`src/rtl/sirv_uart_pkg.sv`:
```
// Shared UART definitions for the sirv parametrised receiver and the planned transmitter.
package sirv_uart_pkg;

  typedef enum logic [2:0] {
    ST_IDLE   = 3'd0,
    ST_START  = 3'd1,
    ST_DATA   = 3'd2,
    ST_PARITY = 3'd3,
    ST_STOP   = 3'd4
  } uart_state_e;

  typedef enum logic [1:0] {
    PAR_NONE = 2'b00,
    PAR_EVEN = 2'b01,
    PAR_ODD  = 2'b10,
    PAR_OFF  = 2'b11
  } parity_e;

  localparam int unsigned DEF_OVS_LOG2 = 4;
  localparam int unsigned MIN_NBITS    = 5;

  // Two-of-three vote over the sample window.
  function automatic logic maj3(input logic [2:0] w);
    return (w[0] & w[1]) | (w[0] & w[2]) | (w[1] & w[2]);
  endfunction

endpackage

```
`src/rtl/sirv_uart_sampler.sv`:
```
// Oversample prescaler, 3-sample majority window and per-bit timer for the UART receiver.
module sirv_uart_sampler
  import sirv_uart_pkg::*;
#(
  parameter int unsigned OVS_LOG2 = DEF_OVS_LOG2,
  parameter int unsigned PW       = 16 - OVS_LOG2
) (
  input  logic          clock,
  input  logic          reset,
  input  logic          rx_i,
  input  logic [PW-1:0] div_i,
  input  logic          active_i,
  input  logic          start_i,
  output logic          bit_c_o,
  output logic          expire_c_o
);

  logic [PW-1:0]       pre_q;
  logic [PW-1:0]       reload_c;
  logic [OVS_LOG2-1:0] tmr_q;
  logic [2:0]          win_q;
  logic                tick_c;

  // Loading reload-1 gives a tick period of div clocks, so io_div reads as clocks per bit;
  // a zero reload saturates to a tick every clock.
  assign reload_c   = (div_i == '0) ? '0 : div_i - PW'(1);
  assign tick_c     = active_i & (pre_q == '0);
  assign expire_c_o = tick_c & (tmr_q == '0);
  assign bit_c_o    = maj3(win_q);

  always_ff @(posedge clock or posedge reset) begin
    if (reset) begin
      pre_q <= '0;
      tmr_q <= '0;
      win_q <= 3'b111;
    end else if (start_i) begin
      pre_q <= reload_c;
      tmr_q <= OVS_LOG2'(1 << (OVS_LOG2 - 1));
      win_q <= 3'b000;
    end else if (tick_c) begin
      pre_q <= reload_c;
      win_q <= {win_q[1:0], rx_i};
      tmr_q <= (tmr_q == '0) ? '1 : tmr_q - OVS_LOG2'(1);
    end else if (pre_q != '0) begin
      pre_q <= pre_q - PW'(1);
    end
  end

endmodule

```
`src/rtl/sirv_uartrx_cfg.sv`:
```
// Configurable UART receiver: 5..DATA_W data bits, 1/2 stop bits, framing error detection.
// Optional parity checking is built in when SIRV_UARTRX_PARITY_EN is defined.
module sirv_uartrx_cfg
  import sirv_uart_pkg::*;
#(
  parameter int unsigned DATA_W   = 8,
  parameter int unsigned OVS_LOG2 = DEF_OVS_LOG2,
  parameter int unsigned DEB_W    = 2
) (
  input  logic              clock,
  input  logic              reset,
  input  logic              io_en,
  input  logic              io_in,
  input  logic [15:0]       io_div,
  input  logic [3:0]        io_nbits,
  input  logic              io_nstop,
  input  logic [1:0]        io_parity,
  output logic              io_out_valid,
  output logic [DATA_W-1:0] io_out_bits,
  output logic              io_out_ferr,
  output logic              io_out_perr
);

  localparam int unsigned      CW      = $clog2(DATA_W + 1);
  localparam logic [DEB_W-1:0] DEB_MAX = '1;
  localparam logic [DEB_W-1:0] DEB_ARM = DEB_MAX - DEB_W'(1);

  uart_state_e       state_q;
  logic [DEB_W-1:0]  deb_q;
  logic              brk_q;
  logic [CW-1:0]     nbits_q;
  logic [CW-1:0]     bitcnt_q;
  logic              nstop_q;
  logic              stop2_q;
  logic [DATA_W-1:0] shift_q;
  logic              ferr_acc_q;
  logic              valid_q;
  logic [DATA_W-1:0] bits_q;
  logic              ferr_q;

  logic              samp_bit_c;
  logic              expire_c;
  logic              start_c;
  logic              stop_bad_c;
  logic [CW-1:0]     nbits_c;
  uart_state_e       after_data_c;
  logic              unused_c;

`ifdef SIRV_UARTRX_PARITY_EN
  parity_e par_q;
  logic    perr_acc_q;
  logic    perr_q;

  assign after_data_c = (par_q == PAR_EVEN || par_q == PAR_ODD) ? ST_PARITY : ST_STOP;
  assign io_out_perr  = perr_q;
  assign unused_c     = ^io_div[OVS_LOG2-1:0];
`else
  assign after_data_c = ST_STOP;
  assign io_out_perr  = 1'b0;
  assign unused_c     = ^{io_div[OVS_LOG2-1:0], io_parity};
`endif

  sirv_uart_sampler #(
    .OVS_LOG2 (OVS_LOG2)
  ) u_sampler (
    .clock      (clock),
    .reset      (reset),
    .rx_i       (io_in),
    .div_i      (io_div[15:OVS_LOG2]),
    .active_i   (state_q != ST_IDLE),
    .start_i    (start_c),
    .bit_c_o    (samp_bit_c),
    .expire_c_o (expire_c)
  );

  always_comb begin
    nbits_c = CW'(DATA_W);
    if (32'(io_nbits) >= MIN_NBITS && 32'(io_nbits) <= DATA_W) nbits_c = CW'(io_nbits);
  end

  // brk_q blocks a restart until a low line held through stop has gone high long enough to drain.
  assign start_c    = (state_q == ST_IDLE) & io_en & ~io_in & ~brk_q & (deb_q == DEB_ARM);
  assign stop_bad_c = ferr_acc_q | ~samp_bit_c;

  always_ff @(posedge clock or posedge reset) begin
    if (reset) begin
      state_q    <= ST_IDLE;
      deb_q      <= '0;
      brk_q      <= 1'b0;
      nbits_q    <= '0;
      bitcnt_q   <= '0;
      nstop_q    <= 1'b0;
      stop2_q    <= 1'b0;
      shift_q    <= '0;
      ferr_acc_q <= 1'b0;
      valid_q    <= 1'b0;
      bits_q     <= '0;
      ferr_q     <= 1'b0;
`ifdef SIRV_UARTRX_PARITY_EN
      par_q      <= PAR_NONE;
      perr_acc_q <= 1'b0;
      perr_q     <= 1'b0;
`endif
    end else begin
      valid_q <= 1'b0;
      if (!io_en) begin
        state_q <= ST_IDLE;
        deb_q   <= '0;
        brk_q   <= 1'b0;
      end else begin
        case (state_q)
          ST_IDLE: begin
            if (start_c) begin
              state_q    <= ST_START;
              deb_q      <= '0;
              nbits_q    <= nbits_c;
              nstop_q    <= io_nstop;
              stop2_q    <= 1'b0;
              shift_q    <= '0;
              ferr_acc_q <= 1'b0;
`ifdef SIRV_UARTRX_PARITY_EN
              par_q      <= parity_e'(io_parity);
              perr_acc_q <= 1'b0;
`endif
            end else if (!io_in) begin
              if (deb_q != DEB_MAX) deb_q <= deb_q + DEB_W'(1);
            end else if (deb_q != '0) begin
              deb_q <= deb_q - DEB_W'(1);
            end else begin
              brk_q <= 1'b0;
            end
          end
          ST_START: begin
            if (expire_c) begin
              state_q  <= samp_bit_c ? ST_IDLE : ST_DATA;
              bitcnt_q <= nbits_q;
            end
          end
          ST_DATA: begin
            if (expire_c) begin
              shift_q  <= {samp_bit_c, shift_q[DATA_W-1:1]};
              bitcnt_q <= bitcnt_q - CW'(1);
              if (bitcnt_q == CW'(1)) state_q <= after_data_c;
            end
          end
`ifdef SIRV_UARTRX_PARITY_EN
          ST_PARITY: begin
            // Unshifted upper bits are zero, so the shifter XOR equals the data XOR.
            if (expire_c) begin
              perr_acc_q <= samp_bit_c ^ (^shift_q) ^ (par_q == PAR_ODD);
              state_q    <= ST_STOP;
            end
          end
`endif
          ST_STOP: begin
            if (expire_c) begin
              if (nstop_q && !stop2_q) begin
                stop2_q    <= 1'b1;
                ferr_acc_q <= stop_bad_c;
              end else begin
                state_q <= ST_IDLE;
                valid_q <= 1'b1;
                bits_q  <= shift_q >> (DATA_W - 32'(nbits_q));
                ferr_q  <= stop_bad_c;
`ifdef SIRV_UARTRX_PARITY_EN
                perr_q  <= perr_acc_q;
`endif
                if (!samp_bit_c) begin
                  deb_q <= DEB_MAX;
                  brk_q <= 1'b1;
                end
              end
            end
          end
          default: state_q <= ST_IDLE;
        endcase
      end
    end
  end

  assign io_out_valid = valid_q;
  assign io_out_bits  = bits_q;
  assign io_out_ferr  = ferr_q;

endmodule

```
`config.mk`:
```
export PLATFORM = sky130hd
export DESIGN_NAME = sirv_uartrx_cfg
export DESIGN_NICKNAME = d
export VERILOG_FILES = /design/src/rtl/sirv_uart_pkg.sv /design/src/rtl/sirv_uart_sampler.sv /design/src/rtl/sirv_uartrx_cfg.sv
export SDC_FILE = /design/constraint.sdc
export NUM_CORES = 1
export LEC_CHECK = 0
export BUFFER_PORTS_ARGS = -buffer_cell sky130_fd_sc_hd__buf_4
export CELL_PAD_IN_SITES_DETAIL_PLACEMENT = 0
export CELL_PAD_IN_SITES_GLOBAL_PLACEMENT = 1
export CORE_MARGIN = 5
export CORE_UTILIZATION = 25
export DETAILED_ROUTE_END_ITERATION = 7
export PLACE_DENSITY_LB_ADDON = 0.1
export SETUP_SLACK_MARGIN = 0.2
export SYNTH_ARGS = -nofsm -noshare
export SYNTH_HDL_FRONTEND = slang
export SYNTH_SLANG_ARGS = --single-unit
```
`constraint.sdc`:
```
create_clock -name clock -period 3.1 [get_ports clock]
set_clock_uncertainty 0.15 [all_clocks]
set_input_delay 0.31 -clock clock [delete_from_list [all_inputs] [get_ports clock]]
set_output_delay 0.31 -clock clock [all_outputs]
set_load 0.03 [all_outputs]
```
==> qor.csv <==
stage,metric,value,unit
floorplanning,ioPinCount,38,
clock_network,cts_buffer_depth,2,
clock_network,postCtsHoldBufs,0,
route,drt-initial-drc-count,178,
grt,grt_max_degree,43,
synthesis,syn_area_per_cell,8.73,µm²
pwr,power.internal,1.63,mW
synthesis,synthTopCellsByArea,"dfrtp_1 (38%), nand2_1 (7.4%), o21ai_0 (4.2%)",
pwr,clockPowerShare,0.257,
synthesis,synth-warning-count,0,
finish,area.growth.synth_to_final,18.8,%
clock_network,post_cts.repair.setup_buffers,0,
synthesis,netlist_area,3340,µm²
timing,tightest_slew,0.948,ns
grt,grtUsageTotal,0.120,
setup_path,path_cells,inv_1 -> ha_1 -> nor4b_4 -> nand4b_4 -> or2_1 -> or3_4 -> a221oi_2,
synthesis,synthAdderAreaFrac,0.0337,
setup_path,critPathRequiredTime,3.17,ns
floorplanning,die_area,15800,µm²
setup_path,critPathTopFamily,simple AND/OR/NAND/NOR gates,
floorplanning,die-width,126,µm
grt,antenna_found_initial,0,
status,outcome,finished clean,
clock_network,cts_htree_levels,2,
pwr,p_comb_frac,0.323,
pwr,p_switching,951,µW
grt,grt_pass1_wl,15.3,mm
setup_path,critical_path_depth,7,
route,first_pass_iters,4,
timing,finalHoldViolCount,0,
finish,final_nets,451,
synthesis,synth-simple-area-share,0.259,
synthesis,syn_nets,419,
grt,grt.overflow.total,0,
synthesis,synth_compound_area_frac,0.163,
setup_path,crit_fanout,8,
setup_path,r2r_cells,7,
clock_network,post_cts_resize_count,0,
clock_network,cts-root-buf,clkbuf_16,
timing,drv_slew,0,
clock_network,clkTransAtPathRegs,0.07,ns
synthesis,synth_enable_flop_cells,0,
worst_hold_path,hp-class,primary input to register,
synthesis,synth_top_flop_cell,dfrtp_1,
finish,final_common_cell,nand2_1,
grt,use_met1,0.177,
route,viasPerCell,4.81,
pwr,power.density,650,nW/µm²
pwr,p_seq_frac,0.420,
placement,place_inst,584,
timing,final.period_utilization,0.833,
route,via_count,2849,
synthesis,synth_top_family_by_area,simple AND/OR/NAND/NOR gates,
synthesis,synthXorXnorAreaFrac,0.0445,
synthesis,ys_ff_latch,54,
grt,grt.busiest_layer,met1,
placement,place_congestion,0.763,
synthesis,netlist.area_leader.share,0.382,
clock_network,cts_sinks,54,
timing,finalSetupViolCount,0,
timing,rsz0062_at_grt,false,
clock_network,cts_inserted_buffers,5,
route,drtAntennaViolNets,0,
pwr,peakVddDrop,247,µV
finish,drive_above_1_share,0.156,
timing,slew_headroom,0.367,
setup_path,max_stage_delay,0.43,ns
setup_path,critPathCaptureType,register,
finish,num_antenna_cells,0,
placement,io_buffers,30,
route,routed_wl,9.04,mm
synthesis,synthArstFlopShare,1.00,
worst_hold_path,whs_path_depth,3,
synthesis,synth_area_leader_cell,dfrtp_1,
synthesis,syn-instance-count,383,
finish,most-common-layout-cells,"nand2_1 (66), dfrtp_1 (51), buf_4 (41), o21ai_0 (28), nor2_1 (26)",
setup_path,slowest_stage,dfrtp_1,
grt,grt_use_met3,0.0301,
timing,period_minus_slack,2.58,ns
floorplanning,fp.coreArea,13200,µm²
pwr,sw_frac_of_total,0.368,
pwr,leakagePower,1.69,nW
setup_path,path_buf_inv,1,
clock_network,tritoncts,yes,
timing,final.setup.tns,0,ns
floorplanning,initial_core_util,0.253,
setup_path,worst_ep_arrival_time,2.65,ns
grt,grtUsageMet2,0.174,
clock_network,clk_latency,0.30,ns
setup_path,critPathLaunchType,register,
timing,timing.fmax,0.387,GHz
route,wl_per_cell,15.3,µm
finish,nFillCells,1402,
finish,stdcell_count,592,
flow_run,drv_cap,0,
synthesis,muxShareOfSynthArea,0.0558,
route,drc,0,
floorplanning,num_rows,42,
synthesis,ys_seq_area_frac,0.405,
setup_path,critPathKind,register to register,
floorplanning,dieHeight,126,µm
synthesis,synth_cell_types,59,
placement,hpwl,6.86,mm
finish,fin_area,3970,µm²
placement,placed_cell_area,3800,µm²
grt,grt_pass1_vias,2847,
-- cells in the mapped netlist (3+ instances only) --
master and n:
nor4_1 5, dfrtp_1 51, nand3_1 20, nor2_1 26, buf_1 3, nand2b_1 8
nand4_1 3, o21a_1 5, xor2_1 8, mux2i_1 13, nor3_1 10, buf_2 4
clkbuf_1 8, inv_1 15, nand3b_1 3, or3_1 4, o22ai_1 7, a21oi_1 20
ha_1 9, dfstp_2 3, o211ai_1 4, xnor2_1 9, nand2_1 66, o21ai_0 28
nor2b_1 3, or4_1 3
-- per-layer routing --
layer,vias to the layer above,wire [µm],share of wire
met1,1363,4790,0.53
li1,1441,-,-
met2,36,3870,0.43
met3,9,281,0.031
met4,0,104,0.012
met5,-,0,0
-- stage by stage --
stage          utilization  hold slack [ns]  total power [mW]  setup WS [ns]
2_1_floorplan            -            0.248              1.68          0.813
3_3_place_gp         0.288            0.308              1.92          0.593
3_5_place_dp         0.288            0.313              1.93          0.522
4_1_cts              0.301           0.0370              2.61          0.502
5_1_grt              0.301           0.0638              2.78          0.308
6_report             0.301           0.0461              2.58          0.516
-- registers in the layout (all words and copies together) (netlist names) --
register / flops
u_sampler.pre_q: 12
io_out_bits: 8
shift_q: 8
bitcnt_q: 4
nbits_q: 4
u_sampler.tmr_q: 4
state_q: 3
u_sampler.win_q: 3
deb_q: 2
brk_q: 1
ferr_acc_q: 1
io_out_ferr: 1
io_out_valid: 1
nstop_q: 1
stop2_q: 1
-- path summary, 6_finish.rpt --
path / start / endpoint / slack [ns]
worst max-delay path: u_sampler.pre_q[0] / deb_q[1] / 0.52
worst min-delay path: io_nstop / nstop_q / 0.05
worst max register to register: u_sampler.pre_q[0] / deb_q[1] / 0.52
worst min register to register: io_out_bits[1] / io_out_bits[1] / 0.32
max in group asynchronous: reset / u_sampler.pre_q[10] / 2.04
min in group asynchronous: reset / shift_q[4] / 0.08
-- worst reg2reg max path: stages (launching register included) --
cell      delay, ns
dfrtp_1        0.43
inv_1          0.10
ha_1           0.16
nor4b_4        0.41
nand4b_4       0.26
or2_1          0.32
or3_4          0.42
a221oi_2       0.24
-- cell families after synthesis --
group | Yosys count
AOI/OAI and AO/OA | 87
xor gates and xnor gates | 17
adders and majority gates | 9
buffers and inverters | 31
DFF | 54
muxes | 16
other | 1
and+or+nand+nor | 168
-- cell type report --
type | instances | area [µm²] | share of cell area
Sequential cell | 54 | 1360 | 0.341
Multi-Input combinational cell | 298 | 1860 | 0.469
Tap cell | 176 | 220 | 0.0554
Clock buffer | 5 | 125 | 0.0315
Timing Repair Buffer | 41 | 308 | 0.0775
Clock inverter | 3 | 45.0 | 0.0113
Inverter | 15 | 56.3 | 0.0142
-- power groups by stage --
stage	logic, mW	registers [mW]	clock network, mW
2_1_floorplan	0.651	1.03	0
3_3_place_gp	0.829	1.09	0
3_5_place_dp	0.831	1.10	0
4_1_cts	0.838	1.08	0.694
5_1_grt	0.940	1.12	0.723
6_report	0.834	1.08	0.663
No activity file was read; power rests on OpenSTA's default activity.
